File: src/rtl/intr_src_if.sv
// CPU I/O-port bus between the SOC address decoder and the intr_src register file.
interface intr_src_if;
  // Strobe semantics: a write commits on the rising clock edge of any cycle with
  // io_sel & io_wr; a read is combinational and io_dout is nonzero only while
  // io_sel & io_rd. There is no back-pressure, so every strobe completes in its cycle.
  logic       io_sel;
  logic [1:0] io_addr;
  logic       io_wr;
  logic       io_rd;
  logic [7:0] io_din;
  logic [7:0] io_dout;

  modport master (
    output io_sel, io_addr, io_wr, io_rd, io_din,
    input  io_dout
  );

  modport slave (
    input  io_sel, io_addr, io_wr, io_rd, io_din,
    output io_dout
  );
endinterface

File: src/rtl/intr_src.sv
// Interrupt source front-end: synchronizes and glitch-filters four raw pins, applies
// per-channel level/edge mode and exposes INTEN/MODE/RAW/EDGE on the CPU I/O bus.
module intr_src #(
  parameter int FILT_CNT = 4
) (
  input  logic        clock,
  input  logic        reset,
  input  logic [3:0]  irq_pin,
  intr_src_if.slave   bus,
  output logic [3:0]  ext_intr,
  output logic [3:0]  intr_ena
);
  localparam logic [7:0] CNT_LAST = 8'(FILT_CNT - 1);

  logic [3:0] s1_q, s1_d;
  logic [3:0] s2_q, s2_d;
  logic [7:0] cnt_q [4];
  logic [7:0] cnt_d [4];
  logic [3:0] filt_q, filt_d;
  logic [3:0] ext_intr_q, ext_intr_d;
  logic [3:0] inten_q, inten_d;
  logic [3:0] mode_q, mode_d;
  logic [3:0] edge_flag_q, edge_flag_d;

  logic       wr_en;
  logic [3:0] rise;
  logic [3:0] w1c;
  logic [3:0] rd_data;
  logic       unused_din_hi;

  assign unused_din_hi = &{1'b0, bus.io_din[7:4]};

  always_comb begin
    s1_d   = irq_pin;
    s2_d   = s1_q;
    filt_d = filt_q;
    for (int i = 0; i < 4; i++) begin
      cnt_d[i] = cnt_q[i];
      // Any return of s2 to the filtered level restarts the qualification count.
      if (s2_q[i] == filt_q[i]) begin
        cnt_d[i] = 8'd0;
      end else if (cnt_q[i] == CNT_LAST) begin
        filt_d[i] = s2_q[i];
        cnt_d[i]  = 8'd0;
      end else begin
        cnt_d[i] = cnt_q[i] + 8'd1;
      end
    end

    wr_en   = bus.io_sel & bus.io_wr;
    inten_d = (wr_en && bus.io_addr == 2'd0) ? bus.io_din[3:0] : inten_q;
    mode_d  = (wr_en && bus.io_addr == 2'd1) ? bus.io_din[3:0] : mode_q;
    w1c     = (wr_en && bus.io_addr == 2'd3) ? bus.io_din[3:0] : 4'h0;

    rise = filt_d & ~filt_q;
    // A new rising edge wins over a same-cycle clear.
    edge_flag_d = (edge_flag_q & ~w1c) | rise;

    // The incoming mode selects the output on the write edge itself, so a mode
    // change never fabricates a pulse from an already-high filtered level.
    for (int i = 0; i < 4; i++) begin
      ext_intr_d[i] = mode_d[i] ? rise[i] : filt_d[i];
    end
  end

  always_comb begin
    rd_data = 4'h0;
    case (bus.io_addr)
      2'd0: rd_data = inten_q;
      2'd1: rd_data = mode_q;
      2'd2: rd_data = filt_q;
      2'd3: rd_data = edge_flag_q;
      default: rd_data = 4'h0;
    endcase
  end

  assign bus.io_dout = (bus.io_sel & bus.io_rd) ? {4'h0, rd_data} : 8'h00;
  assign ext_intr    = ext_intr_q;
  assign intr_ena    = inten_q;

  always_ff @(posedge clock or negedge reset) begin
    if (!reset) begin
      s1_q        <= 4'h0;
      s2_q        <= 4'h0;
      filt_q      <= 4'h0;
      ext_intr_q  <= 4'h0;
      inten_q     <= 4'h0;
      mode_q      <= 4'h0;
      edge_flag_q <= 4'h0;
      for (int i = 0; i < 4; i++) cnt_q[i] <= 8'd0;
    end else begin
      s1_q        <= s1_d;
      s2_q        <= s2_d;
      filt_q      <= filt_d;
      ext_intr_q  <= ext_intr_d;
      inten_q     <= inten_d;
      mode_q      <= mode_d;
      edge_flag_q <= edge_flag_d;
      for (int i = 0; i < 4; i++) cnt_q[i] <= cnt_d[i];
    end
  end
endmodule

File: src/flat_wrapper.sv
// flat-port wrapper written by rule: the top's interface ports become plain ports
module intr_src_flat 
#(
  parameter int FILT_CNT = 4
)
  (clock, reset, irq_pin, ext_intr, intr_ena, bus_io_sel, bus_io_addr, bus_io_wr, bus_io_rd, bus_io_din, bus_io_dout);
  intr_src_if bus_i ();
  input  logic clock;
  input  logic reset;
  input  logic [3:0] irq_pin;
  output logic [3:0] ext_intr;
  output logic [3:0] intr_ena;
  input wire logic [$bits(bus_i.io_sel)-1:0] bus_io_sel;
  input wire logic [$bits(bus_i.io_addr)-1:0] bus_io_addr;
  input wire logic [$bits(bus_i.io_wr)-1:0] bus_io_wr;
  input wire logic [$bits(bus_i.io_rd)-1:0] bus_io_rd;
  input wire logic [$bits(bus_i.io_din)-1:0] bus_io_din;
  output wire logic [$bits(bus_i.io_dout)-1:0] bus_io_dout;
  assign bus_i.io_sel = bus_io_sel;
  assign bus_i.io_addr = bus_io_addr;
  assign bus_i.io_wr = bus_io_wr;
  assign bus_i.io_rd = bus_io_rd;
  assign bus_i.io_din = bus_io_din;
  assign bus_io_dout = bus_i.io_dout;
  intr_src #(.FILT_CNT(FILT_CNT)) u_core (.clock(clock), .reset(reset), .irq_pin(irq_pin), .bus(bus_i), .ext_intr(ext_intr), .intr_ena(intr_ena));
endmodule
File: config.mk
export PLATFORM = sky130hd
export DESIGN_NAME = intr_src_flat
export DESIGN_NICKNAME = d
export VERILOG_FILES = /design/src/rtl/intr_src_if.sv /design/src/rtl/intr_src.sv /design/src/flat_wrapper.sv
export SDC_FILE = /design/constraint.sdc
export NUM_CORES = 1
export LEC_CHECK = 0
export ABC_AREA = 0
export CAP_MARGIN = 15
export CORE_ASPECT_RATIO = 0.6
export CORE_UTILIZATION = 28
export CTS_CLUSTER_DIAMETER = 100
export CTS_CLUSTER_SIZE = 14
export DETAILED_ROUTE_END_ITERATION = 12
export REMOVE_ABC_BUFFERS = 1
export SYNTH_ARGS = -nofsm -noshare
export SYNTH_HDL_FRONTEND = slang
export SYNTH_SLANG_ARGS = --single-unit
File: constraint.sdc
create_clock -name clock -period 1.61 [get_ports clock]
set_clock_uncertainty 0.2 [all_clocks]
set_input_delay 0.161 -clock clock [delete_from_list [all_inputs] [get_ports clock]]
set_output_delay 0.161 -clock clock [all_outputs]
set_load 0.05 [all_outputs]
# Word level (Yosys, flattened, before mapping)
# Cells that the tools add are included.
[op_classes]
addsub = 4
n_eq_ne = 11
n_mux = 24
n_bitwise = 7
n_reduce_logical = 4
[op_table]
columns = ["cell", "count"]
rows = [
  ["$mux 8", 8],
  ["$add 8x1->8 const B", 4],
  ["$eq 8x2->1 const B", 4],
  ["$pmux 4 s4", 1],
  ["$mux 1", 12],
  ["$mux 4", 3],
  ["$and 4x4->4", 2],
  ["$not 4->4", 2],
  ["$eq 1x1->1", 4],
  ["$eq 2x2->1 const B", 2],
  ["$or 4x4->4", 1],
  ["$logic_and 1x1->1", 3],
  ["$and 1x1->1", 2],
  ["$eq 2x1->1 const B", 1],
  ["$logic_not 2->1", 1],
]
[totals]
reg_bits = 60
inputBits = 19
output_inout_bits = 16
wordCells = 61

# Logic depth before layout (Yosys ltp)
# Gate-level depths: netlist of run 1.
[depth]
depth_word = 6
mapped_depth = 4
mapped_depth_nobuf = 4

# Least setup slack after synthesis of run 1
# No wires, ideal clock.
[synth_timing]
path_kind = "flip-flop to output port"
startpoint = "reg u_core.inten_q[3], in the netlist u_core.intr_ena[3]"
endpoint = "out bus_io_dout[3]"
arrival_time_ns = 1.405
required_time_ns = 1.249
path_slack_ns = -0.156
path_stages_with_launch = 3
path_buffers = 0
cell_sequence = "dfrtp_1 > mux4_2 > and3_1"
[synth_via]
elab_chain_cells = 2
[synth_lines]
columns = ["item", "line_no", "rtl"]
rows = [
  ["from (decl)", "intr_src.sv:21", "logic [3:0] inten_q, inten_d;"],
  ["from (signal assigned)", "intr_src.sv:96", "inten_q <= inten_d;"],
  ["$pmux 4 s4", "intr_src.sv:68", "case (bus.io_addr)"],
  ["$mux 4", "intr_src.sv:77", "assign bus.io_dout = (bus.io_sel & bus.io_rd) ? {4'h0, rd_data} : 8'h00;"],
  ["to (decl)", "flat_wrapper.sv:18", "output wire logic [$bits(bus_i.io_dout)-1:0] bus_io_dout;"],
]
# Every way passes these cells.

# Worst setup path in the final report of run 1
[layout_timing]
startpoint = "reg u_core.edge_flag_q[1]"
endpoint = "out bus_io_dout[1]"
[layout_via]
elab_chain_cells = 2
[layout_lines]
columns = ["item", "line_no", "rtl"]
rows = [
  ["from (decl)", "intr_src.sv:23", "logic [3:0] edge_flag_q, edge_flag_d;"],
  ["from (signal assigned)", "intr_src.sv:98", "edge_flag_q <= edge_flag_d;"],
  ["$pmux 4 s4", "intr_src.sv:68", ""],
  ["$mux 4", "intr_src.sv:77", ""],
]
# Every way passes these cells.

==> impl_summary.log, run 1 <==
INFO  metric seq_area_frac_synth = 53.8%
INFO  metric max_freq = 0.532 GHz
INFO  metric end_kind = primary output
INFO  metric critical_path.max_stage_delay = ~0.47 ns
INFO  metric pin_count_of_the_biggest_net_entering_global_routing = 24
INFO  metric internal_reg_to_reg_setup_slack = -0.06 ns
INFO  metric floorplan.die_area = a little over 10000 um2
INFO  metric pre_cts_ws = -0.479 ns
INFO  metric min-delay-start = irq_pin[0]
INFO  metric syn_area = 2790 um2
INFO  metric first_global_vias = 2171
INFO  metric rsz0062_at_grt = true
INFO  metric design_power_total = 6100 uW
INFO  metric post_synth_edffs = 0
INFO  metric leakagePower = roughly 0.0018 uW
INFO  metric crit_chain = mux4_2, and3_4, buf_8
INFO  metric clockRootBuffer = sky130_fd_sc_hd__clkbuf_16
INFO  metric placeableCoreArea = 9430 um2
INFO  metric dr.first_iter.drc_count = ~120
INFO  metric gp_routability_congestion = about 0.83
INFO  metric critical-path-slowest-cell = sky130_fd_sc_hd__mux4_2
INFO  metric worstReg2RegEnd = u_core.cnt_q[4]
INFO  metric final_layout_size_suffix_gt1_share = 36.1%
INFO  metric fin_area = 4120 um2
INFO  metric drv.max_cap_violation_count = 0
INFO  metric antenna_found_initial = 0
INFO  metric synthesis.yosys.warnings = 0
INFO  metric worst_ep_arrival_time = ~1.5 ns
INFO  metric synth_ff_type = sky130_fd_sc_hd__dfrtp_1
INFO  metric worstSkewPairLatency = about 0.33 ns
INFO  metric ant_nets = 0
INFO  metric layout_area_overhead = 47.7%
INFO  metric viasPerCell = about 4.7
INFO  metric antennaDiodeCount = 0
INFO  metric post-route-drc-count = 0
INFO  metric numCtsBuffers = 9
INFO  metric floorplan.initialDensity = 29.6%
INFO  metric hold_path_class = input port to register
INFO  metric number_of_distinct_library_cell_variants_in_the_gate_level_netlist_after_synthesis = 44
INFO  metric critical_path_required = 1.25 ns
INFO  metric placed_area = 3560 um2
INFO  metric io-pin-count = 35
INFO  metric report.final.setup_viol = 14
INFO  metric hold_violations = 0
INFO  metric number_of_levels_the_h_tree_was_split_into = 3
INFO  metric syn_inst = 246
INFO  metric syn_area_per_cell = 11.3 um2
INFO  metric fin_ws = -0.271 ns
INFO  metric wire_length_of_the_first_global_routing_pass = 10600 um
INFO  metric period_share = 117%
INFO  metric worst-path-max-fanout = 2
INFO  metric die_height = 79.3 um
INFO  metric async_reset_ff_share = 100%
INFO  metric max-vdd-ir-drop = between 800 and 900 uV
INFO  metric finalMaxSlewViolations = 0
INFO  metric finalNetCount = roughly 350
INFO  metric rr_worst_depth = 4
INFO  metric grt.total_usage = ~14%
INFO  metric tritoncts_num_sinks = 60
INFO  metric timing.hold.ws = around 0.064 ns
INFO  metric min_delay_worst_endpoint = u_core.s1_q[0]
INFO  metric place_hpwl = approximately 4600 um
INFO  metric setup-tns-final = -1.47 ns
INFO  metric startpoint_class = register
INFO  metric die_w = 131 um
INFO  metric path_class = register to primary output
INFO  metric placementRows = 27
INFO  metric power.density = 1480 nW/um2
INFO  metric routedWlPerCell = 13.7 um
INFO  metric routed_wl = 6350 um
INFO  metric run_status = finished, violations left
INFO  metric cpLargestDelayFamily = multiplexers
INFO  metric tritoncts = built
INFO  metric numPortBuffers = 26
INFO  metric min_path_cells = 1
INFO  metric synth.ff_latch_count = 60
INFO  metric globalRoute.totalOverflow = 0
INFO  metric drt_pass1_iterations = 4
INFO  metric vias = approximately 2.2k
INFO  metric violations_in_the_final_reports = negative setup slack
INFO  metric r2r_start = u_core.cnt_q[1]
INFO  metric ctsLongestPathBuffers = 2
INFO  metric critical_path.n_buffers_inverters = 1
INFO  metric final.min_clock_period = 1.88 ns
INFO  metric cts.clk_slew.worst_paths = 0.05 ns
[worst reg2reg max path, stage by stage, from the launching register on]
cell	delay (ns)
sky130_fd_sc_hd__dfrtp_1	0.36
sky130_fd_sc_hd__ha_2	0.18
sky130_fd_sc_hd__or4b_4	0.49
sky130_fd_sc_hd__o21ai_4	0.26
sky130_fd_sc_hd__nor2_1	0.07
[routing by layer]
| metal | vias up | global-route usage, % | part of all wire [%] |
|---|---|---|---|
| li1 | 1067 | - | - |
| met1 | 1055 | 18.7 | 51 |
| met2 | 34 | 19.3 | 43 |
| met3 | 9 | 4.31 | 4.4 |
| met4 | 0 | 7.59 | 1.4 |
| met5 | - | 0 | 0 |
[report_power, final]
group	leakage [uW]	internal, uW	switching, uW
combinational	0.000854	1030	1050
sequential	0.000771	1800	180
clock	0.000153	1390	656
[area by class of cell]
type                       count  area [um2]
multi-input combinational    177        1400
fill                         865        5300
sequential                    60        1500
tap                          130         163
clock inverter                 4        72.6
timing repair buffer          76         718
clock buffer                  12         246
inverter                       6        22.5
[kinds of logic after synthesis]
logic type	after synthesis	share of synthesized area [%]
buffers and inverters	12	2.33
adders and majority gates	5	2.24
and+or+nand+nor	97	20.0
AOI/OAI and AO/OA	46	10.7
xor gates and xnor gates	13	4.08
DFF	60	53.8
other	1	0.134
muxes	12	6.73
[worst max path at each step]
stage	startpoint	endpoint	depth (start not counted)
6_report	u_core.edge_flag_q[1]	bus_io_dout[1]	3
3_3_place_gp	bus_io_addr[1]	bus_io_dout[2]	4
4_1_cts	u_core.edge_flag_q[1]	bus_io_dout[1]	3
2_1_floorplan	u_core.intr_ena[3]	bus_io_dout[3]	2
3_5_place_dp	bus_io_addr[1]	bus_io_dout[0]	4
5_1_grt	u_core.edge_flag_q[1]	bus_io_dout[1]	3
[repair_timing]
action | in CTS | in global routing
gates resized for setup | 21 | 21
buffers inserted | 3 | 3
hold buffers | 1 | 0
pin swaps | 9 | 3
hold endpoints to repair | 60 | 0
setup endpoints to repair | 24 | 30
[per-stage QoR]
step | std cells | util (%)
2_1_floorplan | 243 | -
3_3_place_gp | 442 | 37.7
3_5_place_dp | 442 | 37.7
4_1_cts | 462 | 42.4
5_1_grt | 465 | 43.7
6_report | 465 | 43.7
[Yosys cell counts (3+ instances only)]
| library cell | instances | share of area [%] |
|---|---|---|
| sky130_fd_sc_hd__a21oi_1 | 16 | 2.9 |
| sky130_fd_sc_hd__a32o_1 | 3 | 1.1 |
| sky130_fd_sc_hd__and3_1 | 5 | 1.1 |
| sky130_fd_sc_hd__buf_4 | 5 | 1.3 |
| sky130_fd_sc_hd__dfrtp_1 | 60 | 54 |
| sky130_fd_sc_hd__ha_1 | 5 | 2.2 |
| sky130_fd_sc_hd__inv_1 | 6 | 0.81 |
| sky130_fd_sc_hd__mux2_2 | 5 | 2.0 |
| sky130_fd_sc_hd__mux4_2 | 4 | 3.2 |
| sky130_fd_sc_hd__nand2_1 | 15 | 2.0 |
| sky130_fd_sc_hd__nand2b_1 | 3 | 0.67 |
| sky130_fd_sc_hd__nand3_1 | 17 | 3.0 |
| sky130_fd_sc_hd__nand4_1 | 4 | 0.90 |
| sky130_fd_sc_hd__nor2_1 | 20 | 2.7 |
| sky130_fd_sc_hd__nor2b_1 | 4 | 0.90 |
| sky130_fd_sc_hd__nor3_1 | 4 | 0.72 |
| sky130_fd_sc_hd__o21ai_0 | 11 | 2.0 |
| sky130_fd_sc_hd__or3_1 | 14 | 3.1 |
| sky130_fd_sc_hd__xnor2_1 | 4 | 1.3 |
| sky130_fd_sc_hd__xor2_1 | 9 | 2.8 |
[cells in the final DEF (no fill, tap or decap), drive strengths merged, types with 3 or more instances in the layout]
cell            n
a21oi          16
a32o            3
and3            5
buf            62
clkbuf         12
clkdlybuf4s50  11
conb            4
dfrtp          60
ha              5
inv             6
mux2            8
mux4            4
nand2          15
nand2b          3
nand3          17
nand4           4
nor2           20
nor2b           4
nor3            5
nor4b           3
o21ai          14
or3            14
xnor2           4
xor2            9
[state kept, by name, summed over array words and instances, names as in the netlist]
| signal | cells |
|---|---|
| u_core.filt_q | 4 |
| u_core.edge_flag_q | 4 |
| u_core.s1_q | 4 |
| u_core.s2_q | 4 |
| u_core.mode_q | 4 |
| u_core.cnt_q | 32 |
| u_core.intr_ena | 4 |
| u_core.ext_intr | 4 |
Note: power is estimated with default switching activity, not from simulation.
==> run 2, diff against run 1 <==
CAP_MARGIN = default   (was 15)
SLEW_MARGIN = 20   (was default)
==> results of run 2 <==
Final layout, timing and power as in run 1 (identical DEF).
==> run 3, diff against run 2 <==
CAP_MARGIN = 20   (was default)
==> results of run 3 <==
Final layout, timing and power as in run 1 (identical DEF).
